<file path="src/rtl/program_counter_stack.sv">
// SAP program counter with an internal return-address stack for CALL/RET.
// Ops resolve by priority RET > CALL > LOAD > INC; all state holds unless clk_en & ~i_halt.
module program_counter_stack #(
    parameter int               WIDTH      = 16,
    parameter int               DEPTH      = 8,
    parameter logic [WIDTH-1:0] RESET_ADDR = '0,
    parameter logic [WIDTH-1:0] STEP       = 1
) (
    input  logic                       clk,
    input  logic                       rst_n,
    input  logic                       clk_en,
    input  logic                       i_halt,
    input  logic                       i_counter_enable,
    input  logic                       i_load_enable,
    input  logic                       i_call,
    input  logic                       i_ret,
    input  logic                       i_clear_err,
    input  logic [WIDTH-1:0]           i_load_data,
    output logic [WIDTH-1:0]           o_data,
    output logic [WIDTH-1:0]           o_stack_top,
    output logic [$clog2(DEPTH+1)-1:0] o_depth,
    output logic                       o_full,
    output logic                       o_empty,
    output logic                       o_overflow,
    output logic                       o_underflow
);

    localparam int DW = $clog2(DEPTH + 1);
    localparam int AW = (DEPTH > 1) ? $clog2(DEPTH) : 1;

    typedef enum logic [2:0] {
        OP_HOLD,
        OP_INC,
        OP_LOAD,
        OP_CALL,
        OP_RET
    } op_e;

    logic [WIDTH-1:0] cnt_q, cnt_d;
    logic [DW-1:0]    depth_q, depth_d;
    logic             ovf_q, unf_q;
    logic             ovf_set, unf_set, push;
    logic             upd, full, empty;
    logic [AW-1:0]    wr_idx, rd_idx;
    logic [WIDTH-1:0] stack_mem [DEPTH];
    op_e              op;

    assign upd    = clk_en & ~i_halt;
    assign full   = (depth_q == DW'(DEPTH));
    assign empty  = (depth_q == '0);
    assign wr_idx = AW'(depth_q);
    assign rd_idx = AW'(depth_q - DW'(1));

    always_comb begin
        op = OP_HOLD;
        if (i_ret)                 op = OP_RET;
        else if (i_call)           op = OP_CALL;
        else if (i_load_enable)    op = OP_LOAD;
        else if (i_counter_enable) op = OP_INC;
    end

    // NOTE: every output of this block gets a default first, so no path can infer a latch.
    always_comb begin
        cnt_d   = cnt_q;
        depth_d = depth_q;
        push    = 1'b0;
        ovf_set = 1'b0;
        unf_set = 1'b0;
        unique case (op)
            OP_RET: begin
                if (empty) begin
                    unf_set = 1'b1;
                end else begin
                    cnt_d   = stack_mem[rd_idx];
                    depth_d = depth_q - DW'(1);
                end
            end
            OP_CALL: begin
                if (full) begin
                    ovf_set = 1'b1;
                end else begin
                    push    = 1'b1;
                    cnt_d   = i_load_data;
                    depth_d = depth_q + DW'(1);
                end
            end
            OP_LOAD: cnt_d = i_load_data;
            OP_INC:  cnt_d = cnt_q + STEP;
            default: ;
        endcase
    end

    // NOTE: state registers use non-blocking assignments so every flop samples pre-edge values.
    always_ff @(posedge clk or negedge rst_n) begin
        if (!rst_n) begin
            cnt_q   <= RESET_ADDR;
            depth_q <= '0;
            ovf_q   <= 1'b0;
            unf_q   <= 1'b0;
        end else if (upd) begin
            cnt_q   <= cnt_d;
            depth_q <= depth_d;
            // A flag being set this cycle wins over a simultaneous clear.
            ovf_q   <= ovf_set | (ovf_q & ~i_clear_err);
            unf_q   <= unf_set | (unf_q & ~i_clear_err);
        end
    end

    // NOTE: the stack RAM is deliberately not reset; depth_q alone defines which entries are valid.
    always_ff @(posedge clk) begin
        if (upd && push) begin
            stack_mem[wr_idx] <= cnt_q;
        end
    end

    assign o_data      = cnt_q;
    assign o_depth     = depth_q;
    assign o_full      = full;
    assign o_empty     = empty;
    assign o_overflow  = ovf_q;
    assign o_underflow = unf_q;
    assign o_stack_top = empty ? '0 : stack_mem[rd_idx];

endmodule

</file>
<file path="config.mk">
export PLATFORM = sky130hd
export DESIGN_NAME = program_counter_stack
export DESIGN_NICKNAME = d
export VERILOG_FILES = /design/src/rtl/program_counter_stack.sv
export SDC_FILE = /design/constraint.sdc
export NUM_CORES = 1
export LEC_CHECK = 0
export CAP_MARGIN = 30
export CORE_UTILIZATION = 55
export DETAILED_ROUTE_END_ITERATION = 10
export PLACE_DENSITY = 0.76
export SYNTH_ARGS = -nofsm -noshare
export SYNTH_HDL_FRONTEND = slang
export SYNTH_SLANG_ARGS = --single-unit
</file>
<file path="constraint.sdc">
create_clock -name clk -period 4.3 [get_ports clk]
set_input_delay 0.86 -clock clk [delete_from_list [all_inputs] [get_ports clk]]
set_output_delay 0.86 -clock clk [all_outputs]
set_load 0.05 [all_outputs]
</file>
**Word level (Yosys, flattened, before mapping)**

Memories as Yosys holds them, arrays and structs flattened.
Cells that the tools add are included.

- Add/subtract/negate cells: 3
- $mul: 0
- Divide/modulo/power cells: 0
- Order comparisons: 0
- Equality and inequality tests: 7
- Shifts and indexed selects: 0
- Mux-type cells: 19
- Bitwise gates (word level): 7
- Reductions and logical operators: 6

Operator list:

| kind | count |
|---|---|
| $pmux 16 s4 | 1 |
| $mux 16 | 3 |
| $add 16x1->16 const B | 1 |
| $mux 1 | 9 |
| $mux 4 | 2 |
| $pmux 4 s2 | 1 |
| $reduce_and 4->1 | 2 |
| $eq 3x2->1 const B | 2 |
| $add 4x1->4 const B | 1 |
| $eq 4x4->1 const B | 1 |
| $logic_not 4->1 | 1 |
| $mux 2 | 2 |
| $ne 2x2->1 const B | 2 |
| $reduce_bool 4->1 | 1 |
| $sub 4x1->4 const B | 1 |
| $and 1x1->1 | 3 |
| $eq 3x1->1 const B | 1 |
| $eq 3x3->1 const B | 1 |
| $mux 3 | 1 |
| $not 1->1 | 2 |
| $or 1x1->1 | 2 |
| $reduce_bool 2->1 | 1 |
| $logic_and 1x1->1 | 1 |

- Bits in registers: 22
- Latch bits: 0
- Memory bits (writable): 128
- Bits in read-only memories: 0
- Output and inout port bits: 40
- Logic and storage cells: 47
- Memories: 1

Memories:

| name | words | width | read ports | clocked after Yosys merged registers in | wr ports | RTL line | RTL |
|---|---|---|---|---|---|---|---|
| stack_mem | 8 | 16 | 1 | 0 | 1 | 45 | `logic [WIDTH-1:0] stack_mem [DEPTH];` |

**Logic depth before layout (Yosys ltp)**

Gate-level depths: netlist of run 1.

- Depth after elaboration: 9
- Depth in mapped cells: 10

**Least setup slack after synthesis of run 1**

Ideal clock, no wire load.

- Path kind: reg2out
- Start: register depth_q[0] (netlist: o_depth[0])
- End: output o_stack_top[7]
- Data arrival time: 3.188 ns
- Required time: 3.440 ns
- Slack: 0.252 ns
- Stages on the path, launching flop included: 8
- Buffers on the path: 1
- Cells stage by stage: dfrtp_1 buf_2 inv_1 ha_1 xor2_2 mux2i_1 a22o_1 nor3_1

- Cells in the longest elaborated chain, start to end: 3
- Elaborated cells on any way between the ends: 4

RTL lines:

| what | RTL line | RTL |
|---|---|---|
| start, declared | 40 | `logic [DW-1:0] depth_q, depth_d;` |
| start signal, assigned | 102 | `depth_q <= depth_d;` |
| $sub 4x1->4 | n/a |  |
| $mem_v2 8x16 | n/a |  |
| $mux 16 (*) | 122 | `assign o_stack_top = empty ? '0 : stack_mem[rd_idx];` |
| end, declared | 20 | `output logic [WIDTH-1:0] o_stack_top,` |

Mark *: on every way between the ends. The rest lies on a longest branch, timed or not.

**Final worst setup path of run 1**

- Start: register depth_q[1] (netlist: o_depth[1])
- End: output o_stack_top[11]

The elaborated chain is that of the path after synthesis.

==> results.cfg, run 1 <==
[status]
status = completed

[global_route]
grt_antenna_before_repair = 0
grt.overflow.total = 0
grt_pass1_vias = 4229
grt_pass1_wl_mm = 24.7
maximum_number_of_pins_on_one_net_before_global_route_repair = 33
globalRouteTotalUtil = 0.279

[detailed_routing]
drt-initial-drc-count = 629
route.detailed.wl_per_inst_um = 24.4
initial_drt_pass_iterations = 5
dr_total_vias = 4345
routed_wl_mm = 16.3
detail_route.vias_per_cell = 6.51
ant_nets = 0
drt_drc_violations_left = 0

[hold_path]
worst_hold_startpoint = o_underflow$_DFFE_PN0P_
min_to = o_underflow$_DFFE_PN0P_
class_of_the_worst_hold_path = reg -> reg
min_delay_path_depth = 1

[clock_network]
clkTransAtPathRegs_ns = 0.06
clock_tree.buffer_depth = 2
clock_insertion_delay_worst_skew_ns = 0.42
post_cts_resize_count = 0
cts.hold.buffers_added = 0
post-cts-setup-buffers = 0
number_of_clock_sinks = 150
cts.htree.levels = 4
cts-buffers-inserted = 17
ctsRootBufferMaster = clkbuf_16
tritoncts_clock_tree = yes

[cells_and_area]
layout-drive-gt1-share = 0.200
area_growth_syn_to_layout_pct = 25.1
finish.cell_count_without_fillers = 667
final_instance_area_um2 = 8110
number_of_antenna_cells_inserted = 0
layout.nets = 539

[timing]
post-route-worst-setup-slack_ns = 0.443
slew_worst_pin_ns = 1.05
post-route-period-util = 0.897
slew_viol_final = 0
maxSlewHeadroom = 0.302
clock.fmax_ghz = 0.259
unrepaired_setup_endpoints_after_global_routing = false
final_hold_viol_count = 0
skew_ns = 0.00580
timing.final.crit_period_ns = 3.86
report.final.setup_viol = 0
setup_tns_ns = 0

[yosys]
synth-async-reset-ratio = 0.147
ys_types = 53
syn-num-nets = 453
synth.yosys.seq_area_share = 0.678
synth.avg_cell_area_um2 = 15.3
yosys_register_bits = 150
synth_cells = 425
synthFlopType = edfxtp_1
post_synth_edffs = 128
synth_area_um2 = 6480
synth-warning-count = 0

[setup_path]
timing.critical_path.from_type = register
required_ns = 3.44
critical_path_arrival_ns = 3.00
timing.reg2reg.worst_path_depth = 9
critical_register_to_register_path_endpoint = o_data[13]$_DFFE_PN0P_
timing.rr.start = o_depth[1]$_DFFE_PN0P_
reg2reg_setup_slack_ns = 0.94
endpoint_kind = output port
setup.worst_path.class = reg -> out
crit_fanout = 16

[floorplanning]
die_w_um = 111
core_area_um2 = 11500
die_ar_um2 = 12200
starting_density_of_the_core = 0.565
num_rows = 39
die_h_um = 111
ioPinCount = 65

[placed_design]
place_worst_setup_slack_ns = 0.826
place_area_um2 = 7510
dp_hpwl_mm = 10.5
dpl.cell_count = 635
buffer_ports.inserted = 64
place.gp.congestion = 0.875

[pwr]
power.density_nw_per_um2 = 908
p_total_w = 0.00736
ir_drop_worst_case_vdd_mv = 0.722
power_leakage_nw = 2.90

[flow_run]
number_of_max_cap_violations = 0
power by group:
group,internal [W],switching (W),leakage [nW],total (W)
sequential,0.00187,0.000343,1.43,0.00221
combinational,0.00148,0.00218,1.18,0.00366
clock,0.000870,0.000617,0.292,0.00149
total,0.00422,0.00314,2.90,0.00736
worst max-delay path by stage:
stage                                            to  slack (ns)              startpoint  cells after the start
after floorplan                      o_stack_top[7]        0.25  o_depth[0]$_DFFE_PN0P_                      7
after global placement    stack_mem[1][5]$_DFFE_PP_        0.93                   i_ret                      5
after detailed placement  stack_mem[0][3]$_DFFE_PP_        0.83                   i_ret                      5
after CTS                           o_stack_top[11]        0.44  o_depth[1]$_DFFE_PN0P_                      8
after global routing                o_stack_top[11]        0.27  o_depth[1]$_DFFE_PN0P_                      8
final                               o_stack_top[11]        0.44  o_depth[1]$_DFFE_PN0P_                      8
critical path: stages, from the launching register on:
cell and delay, ns:
dfrtp_1 0.50, inv_1 0.12, ha_1 0.31, xor2_4 0.27, buf_4 0.34, mux2i_1 0.15
a221oi_1 0.40, nor2b_1 0.32, buf_12 0.18
synth_stat cells (all sizes together), types with 2 or more instances:
master / count / area [µm²]
edfxtp: 128 / 3840
nor2: 43 / 161
nand2: 30 / 113
mux2i: 28 / 280
dfrtp: 22 / 551
mux4: 22 / 495
o21ai: 15 / 75.1
a21oi: 13 / 72.6
nand3: 12 / 60.1
buf: 10 / 73.8
a22oi: 8 / 60.1
clkbuf: 8 / 30.0
nor3: 7 / 35.0
a221oi: 6 / 52.6
nand2b: 6 / 37.5
xor2: 6 / 60.1
inv: 5 / 18.8
o211ai: 5 / 37.5
a31oi: 4 / 25.0
ha: 3 / 37.5
nand4: 3 / 18.8
nor2b: 3 / 18.8
o31ai: 3 / 27.5
or2: 3 / 18.8
or3: 3 / 23.8
or4: 3 / 22.5
xnor2: 3 / 26.3
a22o: 2 / 17.5
a32o: 2 / 20.0
a32oi: 2 / 17.5
nor4: 2 / 12.5
routing by layer:
layer	vias to the layer above	GRT usage	wire, µm
li1	1849	-	-
met1	2139	0.387	6130
met2	306	0.421	7790
met3	51	0.0620	1740
met4	0	0.137	609
met5	-	0	0
stage by stage:
step | utilization | hold slack [ns]
6_report | 0.707 | 0.503
5_1_grt | 0.707 | 0.532
4_1_cts | 0.707 | 0.510
3_5_place_dp | 0.655 | 0.491
3_3_place_gp | 0.653 | 0.488
2_1_floorplan | - | 0.564
cell usage in the layout, fill, tap and decap left out, types with 3 or more instances in the layout:
| master | n |
|---|---|
| inv_6 | 4 |
| or2_2 | 3 |
| a21oi_1 | 11 |
| nand2_1 | 30 |
| a22oi_1 | 8 |
| ha_1 | 3 |
| xor2_1 | 5 |
| inv_1 | 5 |
| o21ai_0 | 13 |
| buf_4 | 24 |
| nand4_1 | 3 |
| nor2b_1 | 3 |
| mux2i_1 | 28 |
| a221oi_1 | 6 |
| clkbuf_16 | 17 |
| or4_1 | 3 |
| nor2_1 | 43 |
| dfrtp_1 | 21 |
| mux4_2 | 22 |
| buf_12 | 12 |
| clkdlybuf4s50_1 | 48 |
| nand2b_1 | 6 |
| o211ai_1 | 5 |
| xnor2_1 | 3 |
| edfxtp_1 | 128 |
| nand3_1 | 12 |
| inv_8 | 3 |
| nor3_1 | 5 |
| a31oi_1 | 4 |
layout make-up:
type                       instances  area (µm²)
clock buffer                      17         425
clock inverter                    15         168
fill                             714        3360
inverter                           5        18.8
multi-input combinational        252        1990
sequential                       150        4400
tap                              143         179
timing repair buffer              85         928
flip-flops by register name, indices dropped and copies added, names as in the netlist:
signal and cells:
o_data 16, stack_mem 128, o_depth 4, o_underflow 1, o_overflow 1
cell families (layout without fill, tap and decap cells):
group                    Yosys count  after routing  share of synthesized area
flip-flops                       150            150                      0.678
AND/OR/NAND/NOR                  122            122                     0.0913
AO/OA/AOI/OAI                     68             68                     0.0732
multiplexers                      50             50                      0.120
buffers and inverters             23            122                     0.0189
XOR/XNOR                           9              9                     0.0133
adder cells (fa/ha/maj)            3              3                    0.00579
No activity file was read; power rests on OpenSTA's default activity.
==> run 2, diff against run 1 <==
--- a/config.mk
+++ b/config.mk
@@ -6,9 +6,12 @@
 export NUM_CORES = 1
 export LEC_CHECK = 0
 export CAP_MARGIN = 30
-export CORE_UTILIZATION = 55
+export CELL_PAD_IN_SITES_DETAIL_PLACEMENT = 1
+export CELL_PAD_IN_SITES_GLOBAL_PLACEMENT = 2
+export CORE_MARGIN = 4
+export CORE_UTILIZATION = 37
 export DETAILED_ROUTE_END_ITERATION = 10
-export PLACE_DENSITY = 0.76
+export PLACE_DENSITY = 0.74
 export SYNTH_ARGS = -nofsm -noshare
 export SYNTH_HDL_FRONTEND = slang
 export SYNTH_SLANG_ARGS = --single-unit
==> constraint.sdc (replaced) <==
create_clock -name clk -period 3.1 [get_ports clk]
set_input_delay 0.62 -clock clk [delete_from_list [all_inputs] [get_ports clk]]
set_output_delay 0.62 -clock clk [all_outputs]
set_load 0.05 [all_outputs]
==> run 2 against run 1 <==
Net effect:
- first-iteration DRC count shrank 46%
- combinational power is 83% higher
- worst hold slack improved by 0.018 ns
- clock-buffer cell count increased by 2
- register-to-register slack worse by 0.51 ns
- critical path depth is 2 higher
- utilization is 19 points lower
==> results.cfg, run 2 (synthesized netlist as in run 1, its figures left out) <==
[detailed_routing]
detail_route.vias_per_cell = 5.67
ant_nets = 0
route.detailed.wl_per_inst_um = 26.2
dr_total_vias = 4471
drt_drc_violations_left = 0
routed_wl_mm = 20.7
initial_drt_pass_iterations = 5
drt-initial-drc-count = 337

[timing]
skew_ns = 0.0122
unrepaired_setup_endpoints_after_global_routing = true
slew_worst_pin_ns = 0.858
hold-worst-slack_ns = 0.520
clock.fmax_ghz = 0.328
report.final.setup_viol = 0
final_hold_viol_count = 0
timing.final.crit_period_ns = 3.05
post-route-period-util = 0.984
maxSlewHeadroom = 0.426
slew_viol_final = 0

[cells_and_area]
finish.cell_count_without_fillers = 788
area_growth_syn_to_layout_pct = 36.3
number_of_antenna_cells_inserted = 0
regMostFlops = stack_mem
most_common_cell_after_layout_fill_and_taps_aside = edfxtp_1
most-common-layout-cells = 128 x edfxtp_1, 48 x buf_4, 46 x clkdlybuf4s50_1
postLayoutCoreUtil = 0.513
layout.nets = 578
number_of_flip_flops_in_the_largest_register = 128
layout-drive-gt1-share = 0.341
final_instance_area_um2 = 8840

[floorplanning]
core_area_um2 = 17200
die_w_um = 140
die_h_um = 140
ioPinCount = 65
starting_density_of_the_core = 0.376
num_rows = 48
die_ar_um2 = 19700

[clock_network]
clkTransAtPathRegs_ns = 0.06
tritoncts_clock_tree = yes
number_of_clock_sinks = 150
clock_insertion_delay_worst_skew_ns = 0.43
cts.htree.levels = 4
cts-buffers-inserted = 17
cts.hold.buffers_added = 0
clock_tree.buffer_depth = 2
ctsRootBufferMaster = clkbuf_16

[setup_path]
critical_register_to_register_path_endpoint = o_data[9]$_DFFE_PN0P_
worst_path_max_stage_delay_ns = 0.43
critPathLaunch = o_depth[1]$_DFFE_PN0P_
critical_path.endpoint = o_stack_top[14]
critical_path_arrival_ns = 2.43
timing.critical_path.from_type = register
critPathSlowestCell = dfrtp_2
endpoint_kind = output port
crit_fanout = 6
reg2reg_setup_slack_ns = 0.43
setup.worst_path.class = reg -> out
timing.rr.start = o_depth[1]$_DFFE_PN0P_
crit_path_cell_trace = inv_4 -> ha_4 -> xor2_4 -> buf_6 -> buf_16 -> mux2i_2 -> a22oi_2 -> nand2_2 -> nor2_4 -> buf_12
timing.reg2reg.worst_path_depth = 10
required_ns = 2.48

[placed_design]
dp_hpwl_mm = 13.5
place_area_um2 = 7980
dpl.cell_count = 738
place.gp.congestion = 0.803
buffer_ports.inserted = 64

[global_route]
globalRouteTotalUtil = 0.215
maximum_number_of_pins_on_one_net_before_global_route_repair = 33
grt_pass1_vias = 4812
grt_pass1_wl_mm = 31.0
grt.overflow.total = 0
grt_antenna_before_repair = 0

[pwr]
p_total_w = 0.0115
power_leakage_nw = 3.11
power.density_nw_per_um2 = 1300
ir_drop_worst_case_vdd_mv = 1.15

[hold_path]
worst_hold_startpoint = o_overflow$_DFFE_PN0P_
class_of_the_worst_hold_path = reg -> reg

[flow_run]
number_of_max_cap_violations = 0

[status]
status = completed
## run 2: cell type report
class | count | area [µm²]
fill | 1662 | 8400
sequential | 150 | 4400
multi-input combinational | 252 | 2230
timing repair buffer | 124 | 1370
clock buffer | 19 | 443
tap | 225 | 282
clock inverter | 13 | 85.1
inverter | 5 | 23.8
## run 2: per-layer routing
metal / share of wire / routed length (µm) / vias up / global-route usage
met2: 0.49 / 10200 / 165 / 0.343
met5: 0 / 0 / - / 0
met3: 0.056 / 1150 / 25 / 0.0495
li1: - / - / 1933 / -
met1: 0.44 / 9020 / 2348 / 0.297
met4: 0.015 / 310 / 0 / 0.0602
## run 2: what timing repair did
action,4_1_cts,5_1_grt
endpoints found under the setup margin,16,11
pin swaps,7,15
resized for setup,25,26
cloned,3,0
buffers inserted,13,6
## run 2: worst min path at each step
stage,endpoint,cells after the start
global route,o_underflow$_DFFE_PN0P_,1
floorplan,o_data[0]$_DFFE_PN0P_,0
CTS,o_overflow$_DFFE_PN0P_,1
finish,o_overflow$_DFFE_PN0P_,1
global placement,o_overflow$_DFFE_PN0P_,1
detailed placement,o_underflow$_DFFE_PN0P_,1
## run 2: critical path: cells and delay by family, from the launching register on
family / cells / cell delay, ns
DFF: 1 / 0.43
muxes: 1 / 0.26
adders and majority gates: 1 / 0.16
xor gates and xnor gates: 1 / 0.26
buffers and inverters: 4 / 0.56
AOI/OAI and AO/OA: 1 / 0.13
and+or+nand+nor: 2 / 0.19
## run 2: per-stage QoR
stage | setup slack (ns) | setup TNS (ns)
after global routing | -0.0695 | -0.229
after CTS | 0.00506 | 0
after floorplan | -0.0447 | -4.19
after global placement | 0.144 | 0
after detailed placement | 0.106 | 0
final | 0.0486 | 0
## run 2: power breakdown
group	switching [W]	internal, W
Clock	0.000809	0.00103
Sequential	0.000304	0.00260
Combinational	0.00378	0.00294
